[src/rtl/arb_pkg.sv]
// arb_pkg: shared widths, state encoding and default hold limit for the round-robin decode arbiter.
package arb_pkg;
   localparam int N_REQ        = 8;
   localparam int IDX_W        = 3;
   localparam int HOLD_W       = 4;
   localparam int MAX_HOLD_DEF = 4;
   typedef enum logic {IDLE = 1'b0, GRANT = 1'b1} state_t;
endpackage

[src/rtl/rr_decode_arbiter_dec.sv]
// rr_decode_arbiter_dec: 3-to-8 enable decoder, y_o one-hot at index {a,b,c} when en_i is high.
module rr_decode_arbiter_dec (
   input  logic       a_i,
   input  logic       b_i,
   input  logic       c_i,
   input  logic       en_i,
   output logic [7:0] y_o
);
   assign y_o = en_i ? 8'b1 << {a_i, b_i, c_i} : 8'h00;
endmodule

[src/rtl/rr_decode_arbiter.sv]
// rr_decode_arbiter: round-robin arbiter with bounded hold time driving a one-hot grant bus.
module rr_decode_arbiter
   import arb_pkg::*;
#(
   parameter int unsigned MAX_HOLD = MAX_HOLD_DEF
) (
   input  logic             clk,
   input  logic             rst_n,
   input  logic [N_REQ-1:0] req,
   output logic [IDX_W-1:0] gnt_idx,
   output logic             gnt_vld,
   output logic [N_REQ-1:0] gnt,
   output logic             preempt
);
   localparam logic [HOLD_W-1:0] HOLD_MAX = HOLD_W'(MAX_HOLD);
   state_t            state_q;
   logic [IDX_W-1:0]  ptr_q, idx_q;
   logic [HOLD_W-1:0] hold_q;
   logic              vld_q, pre_q;
   logic [N_REQ-1:0]  rot, others;
   logic [IDX_W-1:0]  ff, pick;
   // rotate so ptr sits at bit 0, take the lowest set bit, then rotate back
   always_comb begin
      rot = '0;
      for (int k = 0; k < N_REQ; k++) rot[k] = req[IDX_W'(ptr_q + IDX_W'(k))];
      ff = '0;
      for (int k = N_REQ - 1; k >= 0; k--) if (rot[k]) ff = IDX_W'(k);
   end
   assign pick   = ptr_q + ff;
   assign others = req & ~(N_REQ'(1) << idx_q);
   always_ff @(posedge clk or negedge rst_n) begin
      if (!rst_n) begin
         state_q <= IDLE;
         ptr_q   <= '0;
         idx_q   <= '0;
         hold_q  <= '0;
         vld_q   <= 1'b0;
         pre_q   <= 1'b0;
      end else begin
         case (state_q)
            IDLE: begin
               pre_q <= 1'b0;
               if (|req) begin
                  idx_q   <= pick;
                  vld_q   <= 1'b1;
                  hold_q  <= HOLD_W'(1);
                  state_q <= GRANT;
               end
            end
            default: begin
               // release takes priority over preemption
               if (!req[idx_q] || (hold_q == HOLD_MAX && |others)) begin
                  pre_q   <= req[idx_q];
                  vld_q   <= 1'b0;
                  ptr_q   <= idx_q + IDX_W'(1);
                  hold_q  <= '0;
                  state_q <= IDLE;
               end else if (hold_q != HOLD_MAX) hold_q <= hold_q + HOLD_W'(1);
            end
         endcase
      end
   end
   assign gnt_idx = idx_q;
   assign gnt_vld = vld_q;
   assign preempt = pre_q;
   rr_decode_arbiter_dec u_dec (
      .a_i (idx_q[2]),
      .b_i (idx_q[1]),
      .c_i (idx_q[0]),
      .en_i(vld_q),
      .y_o (gnt)
   );
endmodule

[config.mk]
export PLATFORM = sky130hd
export DESIGN_NAME = rr_decode_arbiter
export DESIGN_NICKNAME = d
export VERILOG_FILES = /design/src/rtl/arb_pkg.sv /design/src/rtl/rr_decode_arbiter_dec.sv /design/src/rtl/rr_decode_arbiter.sv
export SDC_FILE = /design/constraint.sdc
export NUM_CORES = 1
export LEC_CHECK = 0
export BUFFER_PORTS_ARGS = -buffer_cell sky130_fd_sc_hd__buf_2
export CAP_MARGIN = 15
export CORE_ASPECT_RATIO = 0.6
export CORE_MARGIN = 2
export CORE_UTILIZATION = 55
export CTS_BUF_LIST = sky130_fd_sc_hd__clkbuf_4 sky130_fd_sc_hd__clkbuf_8
export CTS_CLUSTER_SIZE = 12
export DETAILED_ROUTE_END_ITERATION = 7
export PLACE_DENSITY = 0.77
export SLEW_MARGIN = 20
export SYNTH_ARGS = -nofsm -noshare
export SYNTH_HDL_FRONTEND = slang
export SYNTH_SLANG_ARGS = --single-unit
export TNS_END_PERCENT = 1
[constraint.sdc]
create_clock -name clk -period 7.7 [get_ports clk]
set_input_delay 0.77 -clock clk [delete_from_list [all_inputs] [get_ports clk]]
set_output_delay 0.77 -clock clk [all_outputs]
set_load 0.005 [all_outputs]
==> run_results.csv, run 1 <==
group,metric,value,unit
yosys,yosysTopAreaCellShare,20.6,%
worst_setup_path,crit_chain,"inv_1 -> ha_1 -> mux2i_1 -> mux4_2 -> a21boi_0 -> o31a_1 -> a21oi_1 -> ha_1 -> inv_1 -> fa_1 -> a211oi_1 -> a311oi_1 -> o22ai_1",
sta,rsz0062_at_grt,"false",
yosys,ys_warn_count,0,
worst_setup_path,start_kind,"flop",
global_routing,grt_max_degree,17,
power,clkPwrFrac,8.3,%
worst_setup_path,cp-endpoint,"gnt_idx[2]$_DFFE_PN0P_",
clock_network,holdBufCountCts,0,
min_path,hp-class,"in -> async",
routing,routed_wl,4.15,mm
sta,period_needed,3850,ps
placement,hpwl,3.17,mm
worst_setup_path,r2r-end,"gnt_idx[2]$_DFFE_PN0P_",
worst_setup_path,path_class,"reg -> reg",
layout,regArea,325,um^2
layout,final_nets,207,
worst_setup_path,r2r_cells,13,
floorplanning,initial_core_util,56.6,%
flow_run,drv_cap,0,
clock_network,cts_buffer_depth,2,
routing,drcViolationCount,0,
yosys,synthTopCellsByCount,"inv_1, dfrtp_1, o21ai_0, ha_1, nand2_1",
yosys,yosys.cell_count.top_type,"inv_1",
clock_network,cts_resized,0,
placement,portBuffers,22,
worst_setup_path,path_max_fanout,13,
global_routing,grt-ovfl-total,0,
yosys,async_reset_ff_share,100,%
sta,max_freq,0.260,GHz
yosys,avgSynthCellArea,9.48,um^2
floorplanning,rows,15,
global_routing,antenna_found_initial,0,
routing,first_pass_iters,4,
layout,design_area,1730,um^2
yosys,synth.net_count,189,
sta,slew_violations,0,
clock_network,tritoncts,"done",
clock_network,cts_max_level,1,
yosys,synthCells,167,
clock_network,insertion_delay,250,ps
sta,finalSetupViolations,0,
sta,slew-limit-headroom,60.0,%
floorplanning,core-area,2800,um^2
yosys,synth-edff-count,0,
yosys,syn-cell-area,1580,um^2
global_routing,grt_pass1_wl,6.57,mm
layout,nFillCells,227,
clock_network,clk_pin_slew,60,ps
yosys,yosysUniqueCellTypes,43,
worst_setup_path,critical_path_depth,13,
clock_network,post_cts_buffers,0,
clock_network,numCtsBuffers,3,
sta,period_share,50.0,%
floorplanning,die_area,3340,um^2
placement,placed_area,1680,um^2
power,seqPwrFrac,21.7,%
yosys,ys.flop_type,"dfrtp_1",
worst_setup_path,worst-endpoint-required,7860,ps
worst_setup_path,cpLargestDelayFamily,"adder cells",
power,power.internal,0.415,mW
yosys,synthTopCellsByArea,"dfrtp_1, mux4_1, ha_1",
global_routing,first_global_vias,1368,
sta,tns,0,ps
yosys,synth_largest_area_cell,"dfrtp_1",
layout,fin_util,61.8,%
placement,pre_cts_ws,3910,ps
floorplanning,chipHeight,45.6,um
worst_setup_path,worst-path-buf-inv,2,
yosys,synth_seq_cells,13,
clock_network,clock_sinks,13,
sta,hold_viol_final,0,
worst_setup_path,cpPeakStageDelay,690,ps
worst_setup_path,rrSetupSlack,3850,ps
routing,via_per_inst,6.66,
layout,synthToLayoutAreaGrowth,9.17,%
routing,ant_nets,0,
placement,place_congestion,0.955,
power,switching_share,47.9,%
power,p_leak,0.783,nW
floorplanning,num_io_pins,23,
sta,tightest_slew,600,ps
layout,drive_gt1_share,21.2,%
worst_setup_path,r2r_start,"ptr_q[0]$_DFFE_PN0P_",
routing,drt-initial-drc-count,118,
routing,vias,1452,
worst_setup_path,crit_path_start,"ptr_q[0]$_DFFE_PN0P_",
power,irDropWorstVdd,0.166,mV
worst_setup_path,worstPathArrival,4010,ps
power,combPwrFrac,70.0,%
sta,skew,1.71,ps
yosys,seq_area_frac_synth,20.6,%
worst_setup_path,cp_slowest_cell,"dfrtp_1",
layout,multi_input_area,1140,um^2
layout,n_antenna_cell,0,
routing,wl_per_cell,19.0,um
status,status,"completed",
power,p_per_area,461,nW/um^2
global_routing,grt.total_usage,26.4,%
floorplanning,die_w,73.3,um
sta,worst_slack,3850,ps
clock_network,root_buffer,"clkbuf_8",
power,p_sw,0.382,mW
worst_setup_path,critPathCaptureType,"flop",
power by group through the flow:
stage | Combinational (mW) | Sequential [mW] | Clock (mW)
final | 0.558 | 0.173 | 0.0660
after global routing | 0.604 | 0.180 | 0.0692
after CTS | 0.549 | 0.171 | 0.0655
after detailed placement | 0.546 | 0.171 | 0
after global placement | 0.515 | 0.167 | 0
after floorplan | 0.470 | 0.126 | 0
through the flow:
stage | power (mW) | hold WS (ps) | instances
after floorplan | 0.597 | 474 | 167
after global placement | 0.682 | 539 | 214
after detailed placement | 0.717 | 556 | 214
after CTS | 0.785 | 424 | 218
after global routing | 0.852 | 435 | 218
final | 0.797 | 407 | 218
placed cells by master, fill, tap and decap left out, types with 2 or more instances in the layout:
| master | n |
|---|---|
| nor3_1 | 2 |
| mux4_1 | 7 |
| and3_1 | 3 |
| and2_1 | 7 |
| nor3b_1 | 4 |
| buf_2 | 22 |
| a21boi_0 | 3 |
| o2bb2ai_1 | 2 |
| clkbuf_8 | 3 |
| a21o_1 | 2 |
| o22ai_1 | 2 |
| a21oi_1 | 10 |
| xnor2_1 | 3 |
| nand2b_1 | 3 |
| and2b_1 | 2 |
| inv_1 | 16 |
| mux2_2 | 3 |
| mux2i_1 | 5 |
| mux4_2 | 6 |
| nand2_1 | 11 |
| nor2_1 | 10 |
| nand3_1 | 4 |
| dfrtp_1 | 13 |
| ha_1 | 11 |
| o21ai_0 | 12 |
| nor4_1 | 2 |
flip-flops by register name (all words and copies together), names as in the netlist:
name	flops
gnt_vld	1
gnt_idx	3
state_q	1
hold_q	4
preempt	1
ptr_q	3
kinds of logic (layout without fill, tap and decap cells):
family,Yosys count,in the layout,share of synthesized area [%]
and+or+nand+nor,52,52,17.7
AOI/OAI and AO/OA,39,39,15.8
buffers and inverters,25,42,7.35
muxes,22,22,26.4
DFF,13,13,20.6
adders and majority gates,12,12,9.96
xor gates and xnor gates,4,4,2.21
metal layers:
metal  GRT usage [%]  wire [um]  vias to the layer above
met5               0          0                        -
met4            8.15         76                        0
met3            6.86        463                       13
met2            40.7       1860                       96
met1            36.9       1740                      693
li1                -          -                      650
worst register-to-register path: stages, from the launching register on:
cell	delay, ps
dfrtp_1	690
inv_1	280
ha_1	530
mux2i_1	210
mux4_2	470
a21boi_0	140
o31a_1	240
a21oi_1	130
ha_1	150
inv_1	50
fa_1	410
a211oi_1	200
a311oi_1	80
o22ai_1	190
cell type report:
| class | instances | area share [%] |
|---|---|---|
| Inverter | 16 | 3.48 |
| Clock buffer | 4 | 2.82 |
| Multi-Input combinational cell | 129 | 66.0 |
| Timing Repair Buffer | 22 | 6.37 |
| Sequential cell | 13 | 18.8 |
| Tap cell | 34 | 2.46 |
how the worst min path moves through the flow:
stage	end	cells past startpoint	slack, ps
floorplan	gnt_idx[0]$_DFFE_PN0P_	0	470
global placement	hold_q[0]$_DFFE_PN0P_	1	540
detailed placement	preempt$_DFFE_PN0P_	2	560
CTS	gnt_idx[1]$_DFFE_PN0P_	1	420
global route	state_q$_DFF_PN0_	1	430
finish	gnt_idx[2]$_DFFE_PN0P_	1	410
Power figures use the tool's default switching activity.
==> inputs of run 2 (changes only) <==
--- a/config.mk
+++ b/config.mk
@@ -9,11 +9,11 @@
 export CAP_MARGIN = 15
 export CORE_ASPECT_RATIO = 0.6
 export CORE_MARGIN = 2
-export CORE_UTILIZATION = 55
+export CORE_UTILIZATION = 54
 export CTS_BUF_LIST = sky130_fd_sc_hd__clkbuf_4 sky130_fd_sc_hd__clkbuf_8
 export CTS_CLUSTER_SIZE = 12
 export DETAILED_ROUTE_END_ITERATION = 7
-export PLACE_DENSITY = 0.77
+export PLACE_DENSITY = 0.79
 export SLEW_MARGIN = 20
 export SYNTH_ARGS = -nofsm -noshare
 export SYNTH_HDL_FRONTEND = slang
==> constraint.sdc (replaced) <==
create_clock -name clk -period 3.18 [get_ports clk]
set_input_delay 0.318 -clock clk [delete_from_list [all_inputs] [get_ports clk]]
set_output_delay 0.318 -clock clk [all_outputs]
set_load 0.005 [all_outputs]
==> run 2 against run 1 <==
First-iteration DRC count fell by 45%. Sequential cell count stayed put. Utilization up 2.7 points. Cell count up 6.4%. Combinational power increased to 2.7 times the previous value. Critical endpoint unchanged. Register-to-register slack worse by 3800 ps. Global-route usage fell by 1.6 points. Sequential share of layout area down 1.0 points. Via count down 2.4%. Clock-buffer cell count decreased by 1. Largest cell class unchanged.
==> run_results.csv, run 2 (synthesis results as in run 1) <==
group,metric,value,unit
clock_network,insertion_delay,250,ps
layout,final_nets,213,
layout,largest_reg_flops,4,
sta,finalSetupViolations,0,
power,power.internal,1.09,mW
power,clkPwrFrac,7.3,%
power,combPwrFrac,74.9,%
sta,slew-limit-headroom,70.7,%
clock_network,cts_max_level,1,
worst_setup_path,cp_slowest_cell,"mux4_2",
worst_setup_path,rrSetupSlack,40,ps
power,irDropWorstVdd,0.497,mV
power,p_per_area,1110,nW/um^2
global_routing,first_global_vias,1309,
floorplanning,num_io_pins,23,
sta,rsz0062_at_grt,"true",
placement,place_congestion,0.860,
sta,whs,489,ps
placement,placed_area,1730,um^2
routing,ant_nets,0,
floorplanning,die_area,3390,um^2
sta,worst_slack,42.0,ps
routing,via_per_inst,6.11,
global_routing,grt-ovfl-total,0,
global_routing,antenna_found_initial,0,
placement,dpl.cell_count,227,
sta,tns,0,ps
global_routing,grt_max_degree,15,
layout,synthToLayoutAreaGrowth,15.4,%
routing,first_pass_iters,4,
routing,vias,1417,
global_routing,grt_pass1_wl,6.28,mm
worst_setup_path,worstPathArrival,3300,ps
worst_setup_path,r2r_cells,13,
floorplanning,chipHeight,45.9,um
sta,slew_violations,0,
sta,tightest_slew,439,ps
layout,fin_util,64.5,%
worst_setup_path,r2r_start,"ptr_q[0]$_DFFE_PN0P_",
layout,n_antenna_cell,0,
global_routing,grt.total_usage,24.8,%
power,seqPwrFrac,17.8,%
clock_network,tritoncts,"done",
worst_setup_path,start_kind,"flop",
clock_network,root_buffer,"clkbuf_8",
floorplanning,core-area,2830,um^2
layout,finalNonFillerCells,232,
floorplanning,initial_core_util,55.8,%
flow_run,drv_cap,0,
layout,top_register,"hold_q",
layout,final_common_cell,"buf_2",
floorplanning,die_w,73.9,um
sta,skew,5.21,ps
sta,max_freq,0.319,GHz
placement,hpwl,2.93,mm
worst_setup_path,worst-endpoint-required,3340,ps
status,status,"completed",
layout,design_area,1830,um^2
routing,wl_per_cell,16.2,um
min_path,hp-class,"in -> async",
sta,hold_viol_final,0,
worst_setup_path,cpPeakStageDelay,480,ps
clock_network,post_cts_buffers,0,
power,p_leak,0.804,nW
layout,final_cell_mix,"buf_2, inv_1, dfrtp_1",
power,p_sw,0.932,mW
power,finalPower,2.02,mW
sta,period_needed,3140,ps
power,switching_share,46.1,%
worst_setup_path,critPathCaptureType,"flop",
clock_network,clk_pin_slew,60,ps
floorplanning,rows,15,
placement,portBuffers,22,
clock_network,cts_buffer_depth,2,
routing,drt-initial-drc-count,65,
clock_network,numCtsBuffers,3,
layout,drive_gt1_share,28.4,%
clock_network,clock_sinks,13,
sta,period_share,98.7,%
worst_setup_path,path_class,"reg -> reg",
worst_setup_path,path_max_fanout,6,
placement,pre_cts_ws,-48.0,ps
worst_setup_path,r2r-end,"gnt_idx[2]$_DFFE_PN0P_",
worst_setup_path,crit_chain,"clkinvlp_4 -> ha_4 -> mux2i_2 -> mux4_2 -> a21boi_0 -> o31a_1 -> a21oi_1 -> ha_1 -> inv_1 -> fa_2 -> a211oi_2 -> a311oi_2 -> o22ai_1",
routing,drcViolationCount,0,
routing,routed_wl,3.76,mm
-- run 2: worst max-delay path, delay by kind of cell (launching register included) --
kind                     cells  cell delay, ps
AO/OA/AOI/OAI                6             970
multiplexers                 2             670
flip-flops                   1             390
adder cells (fa/ha/maj)      3             840
buffers and inverters        2             180
-- run 2: how the worst max path moves through the flow --
stage	start	endpoint	slack [ps]	cells after the start
final	ptr_q[0]$_DFFE_PN0P_	gnt_idx[2]$_DFFE_PN0P_	40	13
after global placement	ptr_q[0]$_DFFE_PN0P_	gnt_idx[2]$_DFFE_PN0P_	90	12
after global routing	ptr_q[0]$_DFFE_PN0P_	gnt_idx[2]$_DFFE_PN0P_	-90	13
after CTS	ptr_q[0]$_DFFE_PN0P_	gnt_idx[2]$_DFFE_PN0P_	50	13
after detailed placement	ptr_q[0]$_DFFE_PN0P_	gnt_idx[2]$_DFFE_PN0P_	-50	12
after floorplan	ptr_q[0]$_DFFE_PN0P_	gnt_idx[2]$_DFFE_PN0P_	-30	14
-- run 2: power by group through the flow --
| stage | logic (mW) | clock network, mW | registers [mW] |
|---|---|---|---|
| 5_1_grt | 1.68 | 0.160 | 0.374 |
| 2_1_floorplan | 1.16 | 0 | 0.306 |
| 4_1_cts | 1.47 | 0.150 | 0.355 |
| 3_5_place_dp | 1.43 | 0 | 0.358 |
| 6_report | 1.52 | 0.147 | 0.360 |
| 3_3_place_gp | 1.36 | 0 | 0.349 |
-- run 2: per-layer routing --
metal | track usage, % | wire [um]
met1 | 34.2 | 1700
met2 | 41.1 | 1790
met3 | 5.75 | 254
met4 | 4.00 | 12
met5 | 0 | 0
-- run 2: area by class of cell --
class,count,area (um^2)
fillers,232,1010
clock inverters,1,5.00
repair buffers,28,158
clock buffers,3,41.3
inverters,16,63.8
flip-flops and latches,13,325
multi-input cells,129,1180
well taps,42,52.6
-- run 2: timing repair --
item | in CTS | in global routing
gates cloned | 0 | 0
gates resized for setup | 2 | 7
pin swaps | 0 | 2
hold endpoints to repair | 13 | 0
hold buffers | 1 | 0
setup endpoints to repair | 1 | 1
